### src/rtl/psum_drain_buffer.sv
// Drain buffer between the systolic array output rows and scratchpad writeback.
// Collects one tile of N rows in a register FIFO, flags ordering/overflow faults, pulses tile_done.
module psum_drain_buffer #(
  parameter int N     = 4,
  parameter int DW    = 16,
  parameter int DEPTH = 4
) (
  input  logic                                CLK,
  input  logic                                nrst,
  input  logic                                out_en,
  input  logic [((N > 1) ? $clog2(N) : 1)-1:0] row_out,
  input  logic [N*DW-1:0]                     array_output,
  input  logic                                psum_ready,
  output logic                                psum_valid,
  output logic [N*DW-1:0]                     psum_data,
  output logic [((N > 1) ? $clog2(N) : 1)-1:0] psum_row,
  output logic                                fifo_has_space,
  output logic                                tile_done,
  output logic                                overflow,
  output logic                                row_err
);

  // state | meaning
  // IDLE  | no rows of the current tile accepted yet
  // FILL  | accepting rows, fewer than N pushed so far
  // FLUSH | all N rows pushed, draining until N pops complete

  localparam int RW = (N > 1) ? $clog2(N) : 1;
  localparam int PW = (DEPTH > 1) ? $clog2(DEPTH) : 1;
  localparam int CW = $clog2(DEPTH + 1);

  localparam logic [RW-1:0] ROW_LAST = RW'(N - 1);
  localparam logic [PW-1:0] PTR_LAST = PW'(DEPTH - 1);
  localparam logic [CW-1:0] CNT_FULL = CW'(DEPTH);

  typedef enum logic [1:0] {IDLE, FILL, FLUSH} state_t;

  state_t          state;
  logic [N*DW-1:0] mem_data [DEPTH];
  logic [RW-1:0]   mem_row  [DEPTH];
  logic [PW-1:0]   wptr, rptr;
  logic [CW-1:0]   count;
  logic [RW-1:0]   push_cnt, pop_cnt;
  logic            push, pop;

  assign psum_valid     = (count != '0);
  assign psum_data      = mem_data[rptr];
  assign psum_row       = mem_row[rptr];
  assign fifo_has_space = (count < CNT_FULL) && (state != FLUSH);
  assign push           = out_en && fifo_has_space;
  assign pop            = psum_valid && psum_ready;

  // Entry storage needs no reset; psum_valid gates its visibility.
  always_ff @(posedge CLK) begin
    if (push) begin
      mem_data[wptr] <= array_output;
      mem_row[wptr]  <= row_out;
    end
  end

  always_ff @(posedge CLK) begin
    if (!nrst) begin
      state     <= IDLE;
      wptr      <= '0;
      rptr      <= '0;
      count     <= '0;
      push_cnt  <= '0;
      pop_cnt   <= '0;
      tile_done <= 1'b0;
      overflow  <= 1'b0;
      row_err   <= 1'b0;
    end else begin
      tile_done <= 1'b0;

      if (push) wptr <= (wptr == PTR_LAST) ? '0 : wptr + 1'b1;
      if (pop)  rptr <= (rptr == PTR_LAST) ? '0 : rptr + 1'b1;

      case ({push, pop})
        2'b10:   count <= count + 1'b1;
        2'b01:   count <= count - 1'b1;
        default: count <= count;
      endcase

      if (out_en && !fifo_has_space) overflow <= 1'b1;
      if (push && (row_out != push_cnt)) row_err <= 1'b1;

      // push only happens outside FLUSH and the tile-closing pop only inside it,
      // so the two state updates below never collide.
      if (push) begin
        if (push_cnt == ROW_LAST) begin
          push_cnt <= '0;
          state    <= FLUSH;
        end else begin
          push_cnt <= push_cnt + 1'b1;
          if (state == IDLE) state <= FILL;
        end
      end

      if (pop) begin
        if ((state == FLUSH) && (pop_cnt == ROW_LAST)) begin
          pop_cnt   <= '0;
          tile_done <= 1'b1;
          state     <= IDLE;
        end else begin
          pop_cnt <= pop_cnt + 1'b1;
        end
      end
    end
  end

endmodule

### config.mk
export PLATFORM = sky130hd
export DESIGN_NAME = psum_drain_buffer
export DESIGN_NICKNAME = d
export VERILOG_FILES = /design/src/rtl/psum_drain_buffer.sv
export SDC_FILE = /design/constraint.sdc
export NUM_CORES = 1
export LEC_CHECK = 0
export CORE_ASPECT_RATIO = 0.75
export CORE_MARGIN = 1.5
export CORE_UTILIZATION = 35
export DETAILED_ROUTE_END_ITERATION = 10
export MAX_ROUTING_LAYER = met4
export PLACE_DENSITY = 0.64
export SLEW_MARGIN = 30
export SYNTH_ARGS = -nofsm -noshare
export SYNTH_HDL_FRONTEND = slang
export SYNTH_SLANG_ARGS = --single-unit
export TNS_END_PERCENT = 5
### constraint.sdc
create_clock -name CLK -period 4.7 [get_ports CLK]
set_clock_uncertainty 0.1 [all_clocks]
set_input_delay 0.94 -clock CLK [delete_from_list [all_inputs] [get_ports CLK]]
set_output_delay 0.94 -clock CLK [all_outputs]
set_load 0.02 [all_outputs]
==> results of run 1 <==
## cell usage in the layout (no fill, tap or decap), types with 8 or more instances in the layout
cell,n
sky130_fd_sc_hd__clkbuf_1,14
sky130_fd_sc_hd__ha_1,8
sky130_fd_sc_hd__edfxtp_1,264
sky130_fd_sc_hd__clkdlybuf4s50_1,140
sky130_fd_sc_hd__dfxtp_1,16
sky130_fd_sc_hd__clkbuf_16,29
sky130_fd_sc_hd__mux4_2,66
sky130_fd_sc_hd__inv_1,10
sky130_fd_sc_hd__a21oi_1,8
sky130_fd_sc_hd__o21ai_0,9
## worst max path at each step
stage / slack, ns / to / from / cells after the start
6_report: 1.06 / psum_data[50] / flop / 3
4_1_cts: 0.97 / psum_data[8] / flop / 2
3_5_place_dp: 1.41 / count[2]$_SDFFE_PN0P_ / psum_ready / 8
5_1_grt: 0.92 / psum_data[50] / flop / 3
3_3_place_gp: 1.33 / mem_data[1][28]$_DFFE_PP_ / out_en / 3
2_1_floorplan: 1.27 / mem_data[0][0]$_DFFE_PP_ / out_en / 2
## per-stage QoR
step | hold slack (ns) | util | instances | total power, W
3_3_place_gp | 0.335 | 0.419 | 958 | 0.00507
6_report | 0.361 | 0.453 | 1012 | 0.00710
3_5_place_dp | 0.344 | 0.423 | 962 | 0.00513
5_1_grt | 0.380 | 0.453 | 1012 | 0.00741
4_1_cts | 0.365 | 0.452 | 1011 | 0.00721
2_1_floorplan | 0.340 | - | 442 | 0.00431
## flip-flops by register name (all words and copies together), names as in the netlist, named ones only
name       count
mem_row        8
row_err        1
rptr           2
state          2
mem_data     256
pop_cnt        2
push_cnt       2
count          3
overflow       1
tile_done      1
wptr           2
## area by class of cell
type	instances	share of cell area
sequential	282	0.628
multi-input combinational	132	0.149
timing repair buffer	147	0.119
clock buffer	44	0.0600
tap	392	0.0372
clock inverter	5	0.00427
inverter	10	0.00284
## kinds of logic (layout without fill, tap and decap cells)
| logic type | after synthesis | after routing | share of synthesized area |
|---|---|---|---|
| muxes | 66 | 66 | 0.143 |
| buffers and inverters | 28 | 206 | 0.0152 |
| and+or+nand+nor | 30 | 30 | 0.0159 |
| AOI/OAI and AO/OA | 23 | 23 | 0.0131 |
| DFF | 282 | 282 | 0.798 |
| xor gates and xnor gates | 4 | 4 | 0.00337 |
| adders and majority gates | 9 | 9 | 0.0116 |
## power by group
group	switching (W)	total, W	internal, W
clock	0.000847	0.00205	0.00120
combinational	0.000944	0.00191	0.000969
sequential	0.000100	0.00313	0.00303
## worst min-delay path: stages, from the launching register on
cell	delay [ns]
sky130_fd_sc_hd__dfxtp_1	0.31
sky130_fd_sc_hd__inv_1	0.05
sky130_fd_sc_hd__a21oi_1	0.05
## metal layers
| metal | global-route usage | part of all wire |
|---|---|---|
| met1 | 0.164 | 0.45 |
| met2 | 0.204 | 0.48 |
| met3 | 0.0276 | 0.050 |
| met4 | 0.0302 | 0.020 |
| met5 | - | 0 |
==> impl_metrics.csv, run 1 <==
group,metric,value,unit
layout,fraction_of_layout_cells_with_a_size_suffix_above_1,0.185,
routing,first_pass_iters,4,
cts,cts.sink_count,282,
cts,cts-hold-fix-buffers,0,
worst_setup_path,cp.arrival,2.60,ns
worst_setup_path,critical_path.slowest_cell,"sky130_fd_sc_hd__clkdlybuf4s50_1",
place,postPlaceCellArea,0.0123,mm²
routing,routed-via-count,4801,
synthesis,synth.lib_cells_used.distinct,30,
worst_setup_path,critical_path_cell_list,"buf_4, mux4_2, clkdlybuf4s50_1",
global_route,antenna_found_initial,0,
layout,area_used_by_multi_input_combinational_logic,0.00196,mm²
worst_setup_path,beginning_of_the_worst_register_to_register_path,"count[2]$_SDFFE_PN0P_",
place,placement.io_buffers,140,
synthesis,synth.most_common_cell,"sky130_fd_sc_hd__edfxtp_1",
synthesis,postSynth.topFlopCell,"sky130_fd_sc_hd__edfxtp_1",
routing,viasPerCell,4.74,
worst_setup_path,worstRegToRegCells,7,
worst_setup_path,crit_path_max_fanout,22,
synthesis,synth_edf_count,264,
routing,drt_first_iter_violations,198,
synthesis,synth.cell_area,0.0104,mm²
place,place_ws,1.41,ns
floorplan,die_height,152,µm
synthesis,synth_top_area_cell,"sky130_fd_sc_hd__edfxtp_1",
floorplan,fp.coreArea,0.0291,mm²
synthesis,synthCells,442,
routing,final_antenna_net_count,0,
layout,diodes,0,
worst_setup_path,worst-path-buf-inv,2,
synthesis,netlist_top_cells_area,"sky130_fd_sc_hd__edfxtp_1 76%, sky130_fd_sc_hd__mux4_2 14%, sky130_fd_sc_hd__dfxtp_1 3.5%, sky130_fd_sc_hd__ha_1 0.96%, sky130_fd_sc_hd__buf_6 0.54%",
worst_setup_path,regToRegSetupSlack,2.32,ns
worst_setup_path,critPathCaptureType,"primary output",
timing,fin_setup_tns,0,ns
cts,clock_insertion_delay_at_the_later_pin_of_the_skew_report,0.52,ns
worst_setup_path,timing.critical_path.from_type,"flop",
layout,area.sequential,0.00830,mm²
layout,fin_area,0.0132,mm²
routing,drt_drc_violations_left,0,
worst_setup_path,worst_ep_required_time,3.66,ns
synthesis,share_of_synthesized_area_occupied_by_flip_flops_and_latches,0.798,
synthesis,commonest_cells_in_the_netlist,"264 x sky130_fd_sc_hd__edfxtp_1, 66 x sky130_fd_sc_hd__mux4_2, 18 x sky130_fd_sc_hd__dfxtp_1, 10 x sky130_fd_sc_hd__inv_1",
hold_path,holdCritPathClass,"flop to flop",
timing,clock.fmax,0.275,GHz
layout,finalNetCount,680,
hold_path,hold_path_end,"overflow$_SDFFE_PN0P_",
routing,drt-wirelength-per-cell,18.5,µm
global_route,gr-usage-all-layers,0.127,
timing,rsz_0062_raised_after_global_routing,"false",
floorplan,die_area,0.0307,mm²
cts,cts_buf_count,28,
global_route,globalRouteOverflowTotal,0,
timing,slew-limit-headroom,0.665,
timing,tightest_slew,0.503,ns
worst_setup_path,cpPeakStageDelay,0.59,ns
cts,cts.root.buffer_cell,"sky130_fd_sc_hd__clkbuf_16",
floorplan,die_width,202,µm
power,power_density,537,mW/mm²
power,vdd_ir_drop_max,0.000315,V
layout,syn2layout_area_growth,27.1,%
routing,totalWireLength,18800,µm
worst_setup_path,rr_endpoint,"count[2]$_SDFFE_PN0P_",
place,post-dp-hpwl,11600,µm
place,gp_congestion,0.744,
hold_path,hold_start,"overflow$_SDFFE_PN0P_",
cts,htree_levels,1,
worst_setup_path,timing.setup.critical_path_class,"flop to primary output",
floorplan,io_pins,141,
power,leakagePower,4.13,nW
flow_run,cap_violations,0,
timing,finalWorstPathRequiredPeriod,3.64,ns
layout,n_fill_cell,2402,
synthesis,postSynth.asyncResetShare,0,
floorplan,rows,54,
synthesis,synth-seq-cells,282,
run_status,run_status,"finished clean",
timing,slack_of_the_critical_path,1.06,ns
timing,finalHoldViolCount,0,
synthesis,synth_warnings,0,
global_route,grt_max_degree,67,
cts,tritoncts,"built",
synthesis,synth_nets,521,
timing,report.final.setup_viol,0,
cts,postCtsResizedCells,0,
timing,finalMaxSlewViolations,0,
timing,layout_worst_path_cycle_share,0.775,
global_route,grt_pass1_vias,5312,
cts,cts-root-to-sink-buffers,3,
synthesis,yosys.area.top_type_share,0.763,
cts,cts.clk_slew.worst_paths,0.06,ns
global_route,grt_pass1_wl,29200,µm
cts,post-cts-setup-buffers,0,
worst_setup_path,critical-path-top-delay-family,"buffers and inverters",
synthesis,avgSynthCellArea,23.5,µm²
floorplan,floorplan.initialDensity,0.357,
hold_path,min_path_cells,2,
Power figures use the tool's default switching activity.
==> inputs of run 2 (changes only) <==
clock period = 3.7 ns   (was 4.7 ns; I/O delays follow)
==> run 2 against run 1 <==
Core utilization shrank 0.15 points. Global-route usage grew 0.68 points. First-iteration DRC count grew 39%. Worst setup slack lost 0.79 ns. Register-to-register slack lost 0.90 ns. Sequential cell count is the same. Clock-buffer cell count shrank 4. Clock power grew 24%. Sequential share of layout area grew 0.21 points. Final area shrank 0.33%. Largest cell class unchanged. Highest routed layer unchanged.
==> impl_metrics.csv, run 2 (synthesis gave the netlist of run 1 again) <==
group,metric,value,unit
hold_path,holdCritPathClass,"flop to flop",
cts,postCtsResizedCells,0,
power,power_density,682,mW/mm²
routing,viasPerCell,4.85,
global_route,gr-usage-all-layers,0.133,
global_route,use_met1,0.176,
layout,fraction_of_layout_cells_with_a_size_suffix_above_1,0.183,
routing,first_pass_iters,4,
cts,cts.sink_count,282,
power,leakagePower,4.11,nW
timing,slew-limit-headroom,0.644,
power,vdd_ir_drop_max,0.000406,V
timing,finalWorstPathRequiredPeriod,3.43,ns
cts,cts.root.buffer_cell,"sky130_fd_sc_hd__clkbuf_16",
global_route,globalRouteOverflowTotal,0,
worst_setup_path,worst_ep_required_time,2.86,ns
routing,final_antenna_net_count,0,
worst_setup_path,critPathCaptureType,"primary output",
layout,layout.cells.most_common_list,"264 x sky130_fd_sc_hd__edfxtp_1, 140 x sky130_fd_sc_hd__clkdlybuf4s50_1, 66 x sky130_fd_sc_hd__mux4_2, 27 x sky130_fd_sc_hd__clkbuf_16, 16 x sky130_fd_sc_hd__dfxtp_1",
worst_setup_path,regToRegSetupSlack,1.42,ns
floorplan,die_width,202,µm
global_route,grt_most_used_layer,"met2",
place,post-dp-hpwl,11500,µm
layout,finalNetCount,681,
place,placement.io_buffers,140,
global_route,grt_pass1_wl,30700,µm
routing,totalWireLength,19800,µm
worst_setup_path,timing.setup.critical_path_class,"flop to primary output",
routing,drt_first_iter_violations,275,
worst_setup_path,cp.arrival,2.59,ns
global_route,met3_track_demand_over_resource,0.0287,
timing,layout_worst_path_cycle_share,0.927,
cts,htree_levels,1,
layout,most_common_cell_after_layout_fill_and_taps_aside,"sky130_fd_sc_hd__edfxtp_1",
floorplan,floorplan.initialDensity,0.357,
worst_setup_path,crit_path_max_fanout,24,
cts,clock_insertion_delay_at_the_later_pin_of_the_skew_report,0.52,ns
floorplan,rows,54,
global_route,antenna_found_initial,1,
place,placedCellCount,965,
cts,cts-root-to-sink-buffers,3,
cts,cts.clk_slew.worst_paths,0.06,ns
global_route,grt_pass1_vias,5275,
flow_run,cap_violations,0,
cts,tritoncts,"built",
timing,tightest_slew,0.532,ns
timing,clock.fmax,0.291,GHz
cts,cts-hold-fix-buffers,0,
floorplan,fp.coreArea,0.0291,mm²
timing,fin_setup_tns,0,ns
layout,finalNonFillerCells,1016,
timing,finalHoldViolCount,0,
layout,registers.top_by_ff_count,"mem_data",
global_route,grt_max_degree,67,
run_status,run_status,"finished clean",
floorplan,io_pins,141,
timing,report.final.setup_viol,0,
cts,post-cts-setup-buffers,0,
floorplan,die_height,152,µm
routing,routed-via-count,4929,
layout,largest_register_ffs,256,
routing,drt_drc_violations_left,0,
layout,layout_top_registers,"mem_data x256, mem_row x8, count x3",
layout,syn2layout_area_growth,26.7,%
timing,finalMaxSlewViolations,0,
worst_setup_path,timing.critical_path.from_type,"flop",
layout,n_fill_cell,2458,
routing,drt-wirelength-per-cell,19.4,µm
cts,cts_buf_count,27,
place,gp_congestion,0.723,
floorplan,die_area,0.0307,mm²
timing,rsz_0062_raised_after_global_routing,"false",
global_route,met2_usage,0.212,
[run 2: cell count changes in the layout (fill, tap and decap cells not counted), moves of 2 or more]
cell,delta
sky130_fd_sc_hd__clkinv_1,+5
sky130_fd_sc_hd__clkbuf_16,-2
sky130_fd_sc_hd__buf_16,-5
sky130_fd_sc_hd__buf_12,+7
[run 2: routing by layer]
| layer | vias up | share of wire | wire (µm) |
|---|---|---|---|
| li1 | 2185 | - | - |
| met1 | 2549 | 0.44 | 8640 |
| met2 | 162 | 0.48 | 9460 |
| met3 | 33 | 0.060 | 1190 |
| met4 | 0 | 0.023 | 459 |
| met5 | - | 0 | 0 |
[run 2: cell type report]
cell class	count	area [µm²]	share of cell area
repair buffers	149	1570	0.119
clock buffers	40	724	0.0551
multi-input cells	132	1960	0.149
well taps	392	490	0.0373
clock inverters	10	75.1	0.00571
flip-flops and latches	282	8300	0.630
inverters	10	37.5	0.00285
diodes	1	2.50	0.000190
[run 2: worst max-delay path, cell delays in order, from the launching register on]
cell                              delay (ns)
sky130_fd_sc_hd__dfxtp_4                0.61
sky130_fd_sc_hd__buf_12                 0.29
sky130_fd_sc_hd__mux4_2                 0.57
sky130_fd_sc_hd__clkdlybuf4s50_1        0.57
[run 2: final timing paths]
path | from | to | depth (start not counted)
worst max register to register | count[2]$_SDFFE_PN0P_ | count[2]$_SDFFE_PN0P_ | 9
worst min register to register | overflow$_SDFFE_PN0P_ | overflow$_SDFFE_PN0P_ | 2
worst min-delay path | overflow$_SDFFE_PN0P_ | overflow$_SDFFE_PN0P_ | 2
worst max-delay path | flop | psum_data[6] | 3
[run 2: power by group]
group          switching [W]  internal, W
combinational        0.00118      0.00125
clock                0.00112      0.00142
sequential          0.000165      0.00385
[run 2: per-stage QoR]
step	utilization	total power [W]	area [µm²]	hold WS [ns]	worst slack, ns
3_3_place_gp	0.424	0.00651	12400	0.341	0.750
6_report	0.452	0.00898	13200	0.359	0.268
4_1_cts	0.452	0.00912	13200	0.362	0.167
5_1_grt	0.452	0.00938	13200	0.395	0.107
2_1_floorplan	-	0.00548	10400	0.340	0.472
3_5_place_dp	0.424	0.00656	12400	0.351	0.716
==> inputs of run 3 (changes only) <==
CORE_UTILIZATION = 40   (was 35)
PLACE_DENSITY = 0.7   (was 0.64)
==> run 3 against run 2 <==
Sequential share of layout area is 0.22 points lower. Highest routed layer unchanged. Largest power group unchanged. Worst setup slack better by 0.0056 ns. Power up 3.2%.
==> impl_metrics.csv, run 3 (synthesis gave the netlist of run 1 again) <==
group,metric,value,unit
run_status,run_status,"finished clean",
cts,cts_buf_count,27,
timing,layout_worst_path_cycle_share,0.926,
routing,viasPerCell,5.15,
layout,finalNetCount,684,
routing,drt_drc_violations_left,0,
floorplan,fp.coreArea,0.0252,mm²
cts,postCtsResizedCells,0,
timing,finalMaxSlewViolations,0,
worst_setup_path,beginning_of_the_worst_register_to_register_path,"count[2]$_SDFFE_PN0P_",
floorplan,floorplan.initialDensity,0.412,
timing,report.final.setup_viol,0,
worst_setup_path,timing.setup.critical_path_class,"flop to primary output",
layout,finalNonFillerCells,964,
global_route,grt_max_degree,38,
worst_setup_path,critPathCaptureType,"primary output",
global_route,antenna_found_initial,2,
worst_setup_path,worstRegToRegCells,7,
hold_path,hold_start,"overflow$_SDFFE_PN0P_",
cts,post-cts-setup-buffers,0,
place,placement.io_buffers,140,
layout,fin_area,0.0132,mm²
routing,routed-via-count,4961,
worst_setup_path,worst_ep_required_time,2.86,ns
cts,cts-root-to-sink-buffers,3,
place,postPlaceCellArea,0.0123,mm²
timing,final.hold.worst_slack,0.379,ns
hold_path,min_path_cells,2,
worst_setup_path,cp.arrival,2.59,ns
floorplan,die_width,189,µm
timing,slew-limit-headroom,0.599,
cts,cts.sink_count,282,
hold_path,hold_path_end,"overflow$_SDFFE_PN0P_",
power,leakagePower,4.18,nW
routing,totalWireLength,20400,µm
routing,final_antenna_net_count,0,
worst_setup_path,regToRegSetupSlack,1.37,ns
global_route,grt_pass1_vias,5238,
worst_setup_path,rr_endpoint,"count[2]$_SDFFE_PN0P_",
global_route,gr-usage-all-layers,0.155,
worst_setup_path,timing.critical_path.from_type,"flop",
timing,rsz_0062_raised_after_global_routing,"false",
layout,layout_top_registers,"mem_data x256, mem_row x8, count x3",
routing,drt_first_iter_violations,342,
routing,first_pass_iters,4,
global_route,grt_pass1_wl,30600,µm
layout,layout.cells.most_common_list,"264 x sky130_fd_sc_hd__edfxtp_1, 140 x sky130_fd_sc_hd__clkdlybuf4s50_1, 66 x sky130_fd_sc_hd__mux4_2, 27 x sky130_fd_sc_hd__clkbuf_16, 16 x sky130_fd_sc_hd__dfxtp_1",
timing,finalWorstPathRequiredPeriod,3.43,ns
power,power_density,702,mW/mm²
floorplan,io_pins,141,
place,post-dp-hpwl,12900,µm
cts,clock_insertion_delay_at_the_later_pin_of_the_skew_report,0.52,ns
layout,fraction_of_layout_cells_with_a_size_suffix_above_1,0.197,
routing,drt-wirelength-per-cell,21.1,µm
layout,most_common_cell_after_layout_fill_and_taps_aside,"sky130_fd_sc_hd__edfxtp_1",
layout,largest_register_ffs,256,
floorplan,die_height,143,µm
cts,cts.clk_slew.worst_paths,0.06,ns
place,gp_congestion,0.759,
cts,htree_levels,1,
timing,fin_setup_tns,0,ns
floorplan,die_area,0.0270,mm²
cts,tritoncts,"built",
layout,syn2layout_area_growth,27.1,%
cts,cts.root.buffer_cell,"sky130_fd_sc_hd__clkbuf_16",
timing,clock.fmax,0.292,GHz
timing,tightest_slew,0.602,ns
place,placedCellCount,914,
global_route,globalRouteOverflowTotal,0,
power,vdd_ir_drop_max,0.000421,V
cts,cts-hold-fix-buffers,0,
flow_run,cap_violations,0,
worst_setup_path,crit_path_max_fanout,27,
layout,utilization,0.524,
hold_path,holdCritPathClass,"flop to flop",
layout,registers.top_by_ff_count,"mem_data",
floorplan,rows,50,
timing,finalHoldViolCount,0,
[run 3: worst max path at each step]
stage / startpoint / endpoint / cells after the start
global placement: out_en / mem_data[0][23]$_DFFE_PP_ / 4
global route: flop / psum_data[56] / 3
CTS: flop / psum_data[2] / 3
finish: flop / psum_data[45] / 3
detailed placement: out_en / mem_data[1][28]$_DFFE_PP_ / 4
floorplan: out_en / mem_data[0][0]$_DFFE_PP_ / 2
[run 3: layer usage]
| metal | track usage | part of all wire | vias up |
|---|---|---|---|
| li1 | - | - | 2179 |
| met1 | 0.209 | 0.45 | 2580 |
| met2 | 0.246 | 0.47 | 177 |
| met3 | 0.0333 | 0.065 | 25 |
| met4 | 0.0326 | 0.016 | 0 |
| met5 | - | 0 | - |
[run 3: cell type report]
cell class | instances | area [µm²]
Timing Repair Buffer | 152 | 1580
Fill cell | 1950 | 12000
Sequential cell | 282 | 8300
Tap cell | 338 | 423
Multi-Input combinational cell | 132 | 1960
Antenna cell | 2 | 5.00
Clock inverter | 14 | 198
Inverter | 10 | 37.5
Clock buffer | 34 | 702
[run 3: critical path, cell delays in order, from the launching register on]
cell                              delay, ns
sky130_fd_sc_hd__dfxtp_4               0.60
sky130_fd_sc_hd__buf_12                0.30
sky130_fd_sc_hd__mux4_2                0.59
sky130_fd_sc_hd__clkdlybuf4s50_1       0.56
[run 3: report_power, final]
part | leakage (nW) | total, W | internal (W) | switching, W
clock | 0.437 | 0.00279 | 0.00169 | 0.00110
combinational | 1.17 | 0.00246 | 0.00125 | 0.00121
sequential | 2.57 | 0.00402 | 0.00385 | 0.000171
total | 4.18 | 0.00927 | 0.00679 | 0.00248
[run 3: through the flow]
stage                     power (W)  setup WS, ns
after floorplan             0.00548         0.472
after global placement      0.00653         0.727
after detailed placement    0.00657         0.690
after CTS                   0.00938         0.213
after global routing        0.00962         0.143
final                       0.00927         0.274
